===== src/rtl/ps2_pkg.sv =====
// ps2_pkg: shared definitions for the PS/2 device-to-host transmitter.
//   ps2_state_e    - transmitter FSM states
//   PS2_START/STOP - framing bit values
//   PS2_FRAME_BITS - bits per frame (start + 8 data + parity + stop)
//   odd_parity()   - parity bit that makes the 9-bit data+parity group odd
package ps2_pkg;

  typedef enum logic [1:0] {
    ST_IDLE   = 2'd0,
    ST_DRIVE  = 2'd1,
    ST_CLK_LO = 2'd2,
    ST_GAP    = 2'd3
  } ps2_state_e;

  localparam logic PS2_START      = 1'b0;
  localparam logic PS2_STOP       = 1'b1;
  localparam int   PS2_FRAME_BITS = 11;
  localparam logic [3:0] PS2_LAST_IDX = 4'(PS2_FRAME_BITS - 1);

  // 1 when the byte has an even number of ones.
  function automatic logic odd_parity(input logic [7:0] d);
    return ~(^d);
  endfunction

endpackage


===== src/rtl/ps2_sync.sv =====
// ps2_sync: two-flop synchronizer for the asynchronous PS/2 clock line.
//   clk      - system clock
//   rst_n    - asynchronous active-low reset (flops reset to 1 = line idle)
//   async_in - raw wire value
//   sync_out - value safe to use in the clk domain (2-cycle latency)
module ps2_sync (
  input  logic clk,
  input  logic rst_n,
  input  logic async_in,
  output logic sync_out
);

  logic meta_reg;
  logic sync_reg;

  always_ff @(posedge clk or negedge rst_n) begin
    if (!rst_n) begin
      meta_reg <= 1'b1;
      sync_reg <= 1'b1;
    end else begin
      meta_reg <= async_in;
      sync_reg <= meta_reg;
    end
  end

  assign sync_out = sync_reg;

endmodule


===== src/rtl/ps2_dev_tx.sv =====
// ps2_dev_tx: PS/2 device-side byte transmitter (device generates the clock).
//   clk, rst_n          - system clock, asynchronous active-low reset
//   tx_data, tx_valid   - byte to send and request; accepted when tx_ready=1
//   tx_ready            - idle, warmed up and host not inhibiting the clock
//   tx_done, tx_abort   - one-cycle completion / host-abort pulses
//   ps2_clk_o, ps2_data_o - line drives: 0 = pull low, 1 = release
//   ps2_clk_i           - PS/2 clock wire as seen externally (asynchronous)
module ps2_dev_tx
  import ps2_pkg::*;
#(
  parameter int HALF_BIT_CYCLES = 2160,
  parameter int GAP_CYCLES      = 25000
) (
  input  logic       clk,
  input  logic       rst_n,
  input  logic [7:0] tx_data,
  input  logic       tx_valid,
  output logic       tx_ready,
  output logic       tx_done,
  output logic       tx_abort,
  output logic       ps2_clk_o,
  output logic       ps2_data_o,
  input  logic       ps2_clk_i
);

  localparam int CNT_MAX = (HALF_BIT_CYCLES > GAP_CYCLES) ? HALF_BIT_CYCLES : GAP_CYCLES;
  localparam int CNT_W   = $clog2(CNT_MAX + 1);
  localparam logic [CNT_W-1:0] HALF_LAST = CNT_W'(HALF_BIT_CYCLES - 1);
  localparam logic [CNT_W-1:0] GAP_LAST  = CNT_W'(GAP_CYCLES - 1);
  // Our own CLK_LO is still visible through the synchronizer for the first
  // cycles of DRIVE; only a low seen after this point belongs to the host.
  localparam logic [CNT_W-1:0] ABORT_MIN = CNT_W'(4);
  localparam logic [CNT_W-1:0] CNT_ONE   = CNT_W'(1);

  ps2_state_e                state_reg, state_next;
  logic [3:0]                idx_reg, idx_next;
  logic [CNT_W-1:0]          cnt_reg, cnt_next;
  logic [PS2_FRAME_BITS-1:0] frame_reg, frame_next;
  logic                      done_reg, done_next;
  logic                      abort_reg, abort_next;
  logic                      clk_o_reg, clk_o_next;
  logic                      data_o_reg, data_o_next;
  logic [1:0]                warm_reg;
  logic                      clk_sync;

  ps2_sync u_sync (
    .clk      (clk),
    .rst_n    (rst_n),
    .async_in (ps2_clk_i),
    .sync_out (clk_sync)
  );

  // The synchronizer resets to 1, so hold tx_ready off until it has been
  // refilled from the real wire.
  assign tx_ready   = (state_reg == ST_IDLE) && clk_sync && warm_reg[1];
  assign tx_done    = done_reg;
  assign tx_abort   = abort_reg;
  assign ps2_clk_o  = clk_o_reg;
  assign ps2_data_o = data_o_reg;

  always_comb begin
    state_next = state_reg;
    idx_next   = idx_reg;
    cnt_next   = cnt_reg;
    frame_next = frame_reg;
    done_next  = 1'b0;
    abort_next = 1'b0;

    case (state_reg)
      ST_IDLE: begin
        if (tx_valid && tx_ready) begin
          frame_next = {PS2_STOP, odd_parity(tx_data), tx_data, PS2_START};
          state_next = ST_DRIVE;
          idx_next   = 4'd0;
          cnt_next   = '0;
        end
      end
      ST_DRIVE: begin
        if ((idx_reg != PS2_LAST_IDX) && (cnt_reg >= ABORT_MIN) && !clk_sync) begin
          state_next = ST_GAP;
          idx_next   = 4'd0;
          cnt_next   = '0;
          abort_next = 1'b1;
        end else if (cnt_reg == HALF_LAST) begin
          state_next = ST_CLK_LO;
          cnt_next   = '0;
        end else begin
          cnt_next = cnt_reg + CNT_ONE;
        end
      end
      ST_CLK_LO: begin
        if (cnt_reg == HALF_LAST) begin
          cnt_next = '0;
          if (idx_reg == PS2_LAST_IDX) begin
            state_next = ST_GAP;
            idx_next   = 4'd0;
            done_next  = 1'b1;
          end else begin
            state_next = ST_DRIVE;
            idx_next   = idx_reg + 4'd1;
          end
        end else begin
          cnt_next = cnt_reg + CNT_ONE;
        end
      end
      ST_GAP: begin
        if (cnt_reg == GAP_LAST) begin
          state_next = ST_IDLE;
          cnt_next   = '0;
        end else begin
          cnt_next = cnt_reg + CNT_ONE;
        end
      end
      default: state_next = ST_IDLE;
    endcase

    // Line drives are registered from the next state so the pins never
    // glitch; data only moves on DRIVE entry because frame/idx are constant
    // across a DRIVE+CLK_LO pair.
    clk_o_next  = (state_next != ST_CLK_LO);
    data_o_next = 1'b1;
    if ((state_next == ST_DRIVE) || (state_next == ST_CLK_LO)) begin
      data_o_next = frame_next[idx_next];
    end
  end

  always_ff @(posedge clk or negedge rst_n) begin
    if (!rst_n) begin
      state_reg  <= ST_IDLE;
      idx_reg    <= 4'd0;
      cnt_reg    <= '0;
      frame_reg  <= '1;
      done_reg   <= 1'b0;
      abort_reg  <= 1'b0;
      clk_o_reg  <= 1'b1;
      data_o_reg <= 1'b1;
      warm_reg   <= 2'b00;
    end else begin
      state_reg  <= state_next;
      idx_reg    <= idx_next;
      cnt_reg    <= cnt_next;
      frame_reg  <= frame_next;
      done_reg   <= done_next;
      abort_reg  <= abort_next;
      clk_o_reg  <= clk_o_next;
      data_o_reg <= data_o_next;
      warm_reg   <= {warm_reg[0], 1'b1};
    end
  end

endmodule


===== config.mk =====
export PLATFORM = sky130hd
export DESIGN_NAME = ps2_dev_tx
export DESIGN_NICKNAME = d
export VERILOG_FILES = /design/src/rtl/ps2_pkg.sv /design/src/rtl/ps2_sync.sv /design/src/rtl/ps2_dev_tx.sv
export SDC_FILE = /design/constraint.sdc
export NUM_CORES = 1
export LEC_CHECK = 0
export CORE_UTILIZATION = 50
export CTS_CLUSTER_SIZE = 40
export DETAILED_ROUTE_END_ITERATION = 16
export PLACE_DENSITY = 0.7
export SLEW_MARGIN = 20
export SYNTH_ARGS = -nofsm -noshare
export SYNTH_HDL_FRONTEND = slang
export SYNTH_SLANG_ARGS = --single-unit
export TNS_END_PERCENT = 20

===== constraint.sdc =====
create_clock -name clk -period 6.95 [get_ports clk]
set_input_delay 1.39 -clock clk [delete_from_list [all_inputs] [get_ports clk]]
set_output_delay 1.39 -clock clk [all_outputs]
set_load 0.01 [all_outputs]

==> results.md <==
Timing:
- Headroom to the max-slew limit came out at 38.6%.
- The slew of the pin with the lowest slew margin is 0.914 ns.
- For this run, the top clock speed supported by timing is 0.302 GHz.
- For the final database, setup skew stands at 0.0102 ns.
- Setup violations remaining at the end of the flow were counted as 0.
- The final hold slack is 0.353 ns.
- Setup repair after global routing left no endpoint under its margin.
- The final max-slew violation count is 0.
- The final hold violation count is 0.
- For the final routed database, the setup TNS stands at 0 ns.
- The worst path uses 47.6% of the clock period.
- The shortest clock period the worst path allows after layout is 3.31 ns.

Global routing:
- The initial antenna violation count was 0.
- Global routing used 4.36% of the available met3 tracks.
- The first global-routing pass estimated 7870 um of wire.
- The combined global-route utilization of all metal layers is 20.6%.
- The global routing usage on met2 is 28.2%.
- The most congested layer reported by global routing is met1.
- For met1 alone, demand over resource in global routing was 31.9%.
- The via count of the first global-routing pass is 1648.
- Global routing finished with a remaining overflow of 0.
- Entering global routing, the biggest net connects 41 pins.

Critical path:
- The worst path required time is 5.56 ns.
- Traced cell by cell, the critical path runs through nand4bb_1 > inv_1 > clkdlybuf4s50_1.
- The critical setup path kind is flop to primary output.
- The largest stage delay on the critical path is 0.56 ns.
- In this run the worst path has a maximum fanout of 12.
- The type of destination of the critical path is a primary output.
- The kind of launch point of the worst setup path is a flop.
- STA puts the critical path data arrival time at 1.92 ns.
- The slowest stage cell on the critical path is sky130_fd_sc_hd__clkdlybuf4s50_1.

Drt:
- Across all layers, the routed design uses 1723 vias.
- After detailed routing, the average wire length per cell comes to 14.3 um.
- The routed design has 4340 um of wire.
- The number of optimization iterations in the first detailed-route pass is 4.
- The via count normalized by instance count is 5.69.
- In the routed design, unresolved DRC markers number 0.
- In this run, the number of DRC markers left after iteration 0 of detailed routing was 131.
- The count of nets left with antenna violations once routing finished came out at 0.

Final layout:
- 0 antenna diodes ended up in the layout.
- The net count of the finished layout is 267.
- The synthesis-to-finish area growth is 11.5%.
- The count of non-filler cells in the finished layout is 303.
- The post-route netlist has 15.5% of its cells at a drive strength greater than 1.
- The post-layout instance area is 2540 um^2.
- The flip-flop count of the largest register after layout is 15.

Clocking:
- The number of cells upsized or downsized after cts is 0.
- The number of hold buffers added after CTS was 0.
- At the later pin of the worst-skew pair, clock insertion delay measures 0.30 ns.
- TritonCTS built the clock tree.
- No sink is reached through more buffers than the 2 on the longest clock path.
- The number of buffers added by the clock tree synthesis step is 5.
- Once the clock tree was built, the setup fixing pass inserted 0 buffers.
- The clock sink total is 40.
- In this run the number of H-tree levels came out at 2.
- CTS placed an instance of sky130_fd_sc_hd__clkbuf_8 at the clock tree root.
- Clock-pin slew was measured on the worst setup and hold paths at 0.08 ns.

Yosys:
- During synthesis, Yosys emitted a total of 0 warnings.
- The number of synthesized flops with an enable pin is 0.
- The number of distinct library cell variants in the gate-level netlist after synthesis is 51.
- The fraction of synthesis flops using an asynchronous set or reset pin is 100%.
- The library cell occupying the most area in the post-synthesis netlist is sky130_fd_sc_hd__dfrtp_1.
- In this run the cell area of the synthesized design comes to 2280 um^2.
- When the netlist entered floorplanning its net count stood at 251.
- Among all flip-flop cells after synthesis, the most frequent one is sky130_fd_sc_hd__dfrtp_1.
- Yosys attributes the largest share of cell area to sky130_fd_sc_hd__dfrtp_1 (27%), sky130_fd_sc_hd__dfstp_2 (17%), sky130_fd_sc_hd__o21ai_0 (4.4%).
- The commonest cells after synthesis are sky130_fd_sc_hd__dfrtp_1 (25), sky130_fd_sc_hd__o21ai_0 (20), sky130_fd_sc_hd__nand2_1 (18), sky130_fd_sc_hd__inv_1 (17), sky130_fd_sc_hd__dfstp_2 (15).
- The register area share after synthesis is 44.8%.
- The average instance area after synthesis is 9.73 um^2.
- By instance count, the leading cell after synthesis is sky130_fd_sc_hd__dfrtp_1.
- The synthesized netlist cell count is 234.
- Synthesis inferred 40 register bits.
- The share of synthesized area in the top cell type comes to 27.5%.

Floorplan:
- The core region is 4350 um^2.
- For this configuration, the core starts out at a cell density of 52.3%.
- The die footprint is 4830 um^2.
- The floorplan has 24 rows.
- Pin placement for this block handled 17 I/O pins.
- The die is 69.5 um wide.
- The floorplan step set the die height to 69.5 um.

Placed design:
- Once placement completed, the tool counted placed cells totaling 295.
- The quantity of I/O buffers inserted on ports is 16.
- Routability-driven placement finished with a final weighted congestion of 0.804.
- Detailed placement ended at an HPWL of 3130 um.
- After detailed placement, the total cell area comes to 2450 um^2.

Power:
- In this run the power density over the cells is 322 nW/um^2.
- Across the VDD grid, the largest voltage drop is 187 uV.
- The leakage component of the power is 1.16 nW.
- The power consumption is 0.000817 W.

Status:
- The run finished with clean final reports.

Min path:
- The path category of the worst min-delay check is flop to flop.

Run:
- The number of max-cap violations is 0.
[final timing paths]
kind	from	end	slack [ns]	cells past startpoint
hold reg to reg	warm_reg[0]	warm_reg[1]	0.35	0
max in group asynchronous	rst_n	warm_reg[0]	5.21	1
hold / removal	warm_reg[0]	warm_reg[1]	0.35	0
setup / recovery	state_reg[1]	tx_ready	3.64	3
min in group asynchronous	rst_n	idx_reg[3]	1.19	1
setup reg to reg	cnt_reg[7]	ps2_data_o	4.14	7
[metal layers]
metal | up-vias | part of all wire [%]
li1 | 877 | -
met1 | 800 | 53
met2 | 41 | 42
met3 | 5 | 4.0
met4 | 0 | 1.4
met5 | - | 0
[cell type report]
class	instances	area [um^2]
Fill cell	370	1810
Multi-Input combinational cell	169	1140
Sequential cell	40	1020
Timing Repair Buffer	16	155
Clock buffer	5	68.8
Inverter	18	67.6
Tap cell	52	65.1
Clock inverter	3	22.5
[critical path: cells and delay by family (launching register included)]
family,cells,cell delay (ns)
buffers and inverters,2,0.77
DFF,1,0.51
and+or+nand+nor,1,0.35
[power by group]
| part | leakage (nW) | internal (W) | switching (W) |
|---|---|---|---|
| Clock | 0.0447 | 0.0000713 | 0.0000843 |
| Combinational | 0.621 | 0.000123 | 0.000196 |
| Sequential | 0.494 | 0.000308 | 0.0000338 |
[kinds of logic after synthesis]
kind of cell               share of synthesized area, %
adders and majority gates                          2.75
DFF                                                44.8
other                                             0.165
xor gates and xnor gates                           3.08
and+or+nand+nor                                    21.0
muxes                                              2.20
AOI/OAI and AO/OA                                  20.9
buffers and inverters                              5.11
[placed cells by master (no fill, tap or decap), types with 10 or more instances in the layout]
cell                              synthesis  layout
sky130_fd_sc_hd__clkdlybuf4s50_1          0      15
sky130_fd_sc_hd__nor2_1                  10      10
sky130_fd_sc_hd__nand3_1                 12      12
sky130_fd_sc_hd__a21oi_1                 10      10
sky130_fd_sc_hd__nand2_1                 18      18
sky130_fd_sc_hd__inv_1                   17      17
sky130_fd_sc_hd__dfrtp_1                 25      25
sky130_fd_sc_hd__dfstp_2                 15      15
sky130_fd_sc_hd__o21ai_0                 20      20
[per-stage QoR]
stage / util [%] / worst slack [ns]
2_1_floorplan: - / 4.31
3_3_place_gp: 56.2 / 3.43
3_5_place_dp: 56.2 / 3.33
4_1_cts: 58.3 / 3.64
5_1_grt: 58.3 / 3.51
6_report: 58.3 / 3.64
Note: power is estimated with default switching activity, not from simulation.
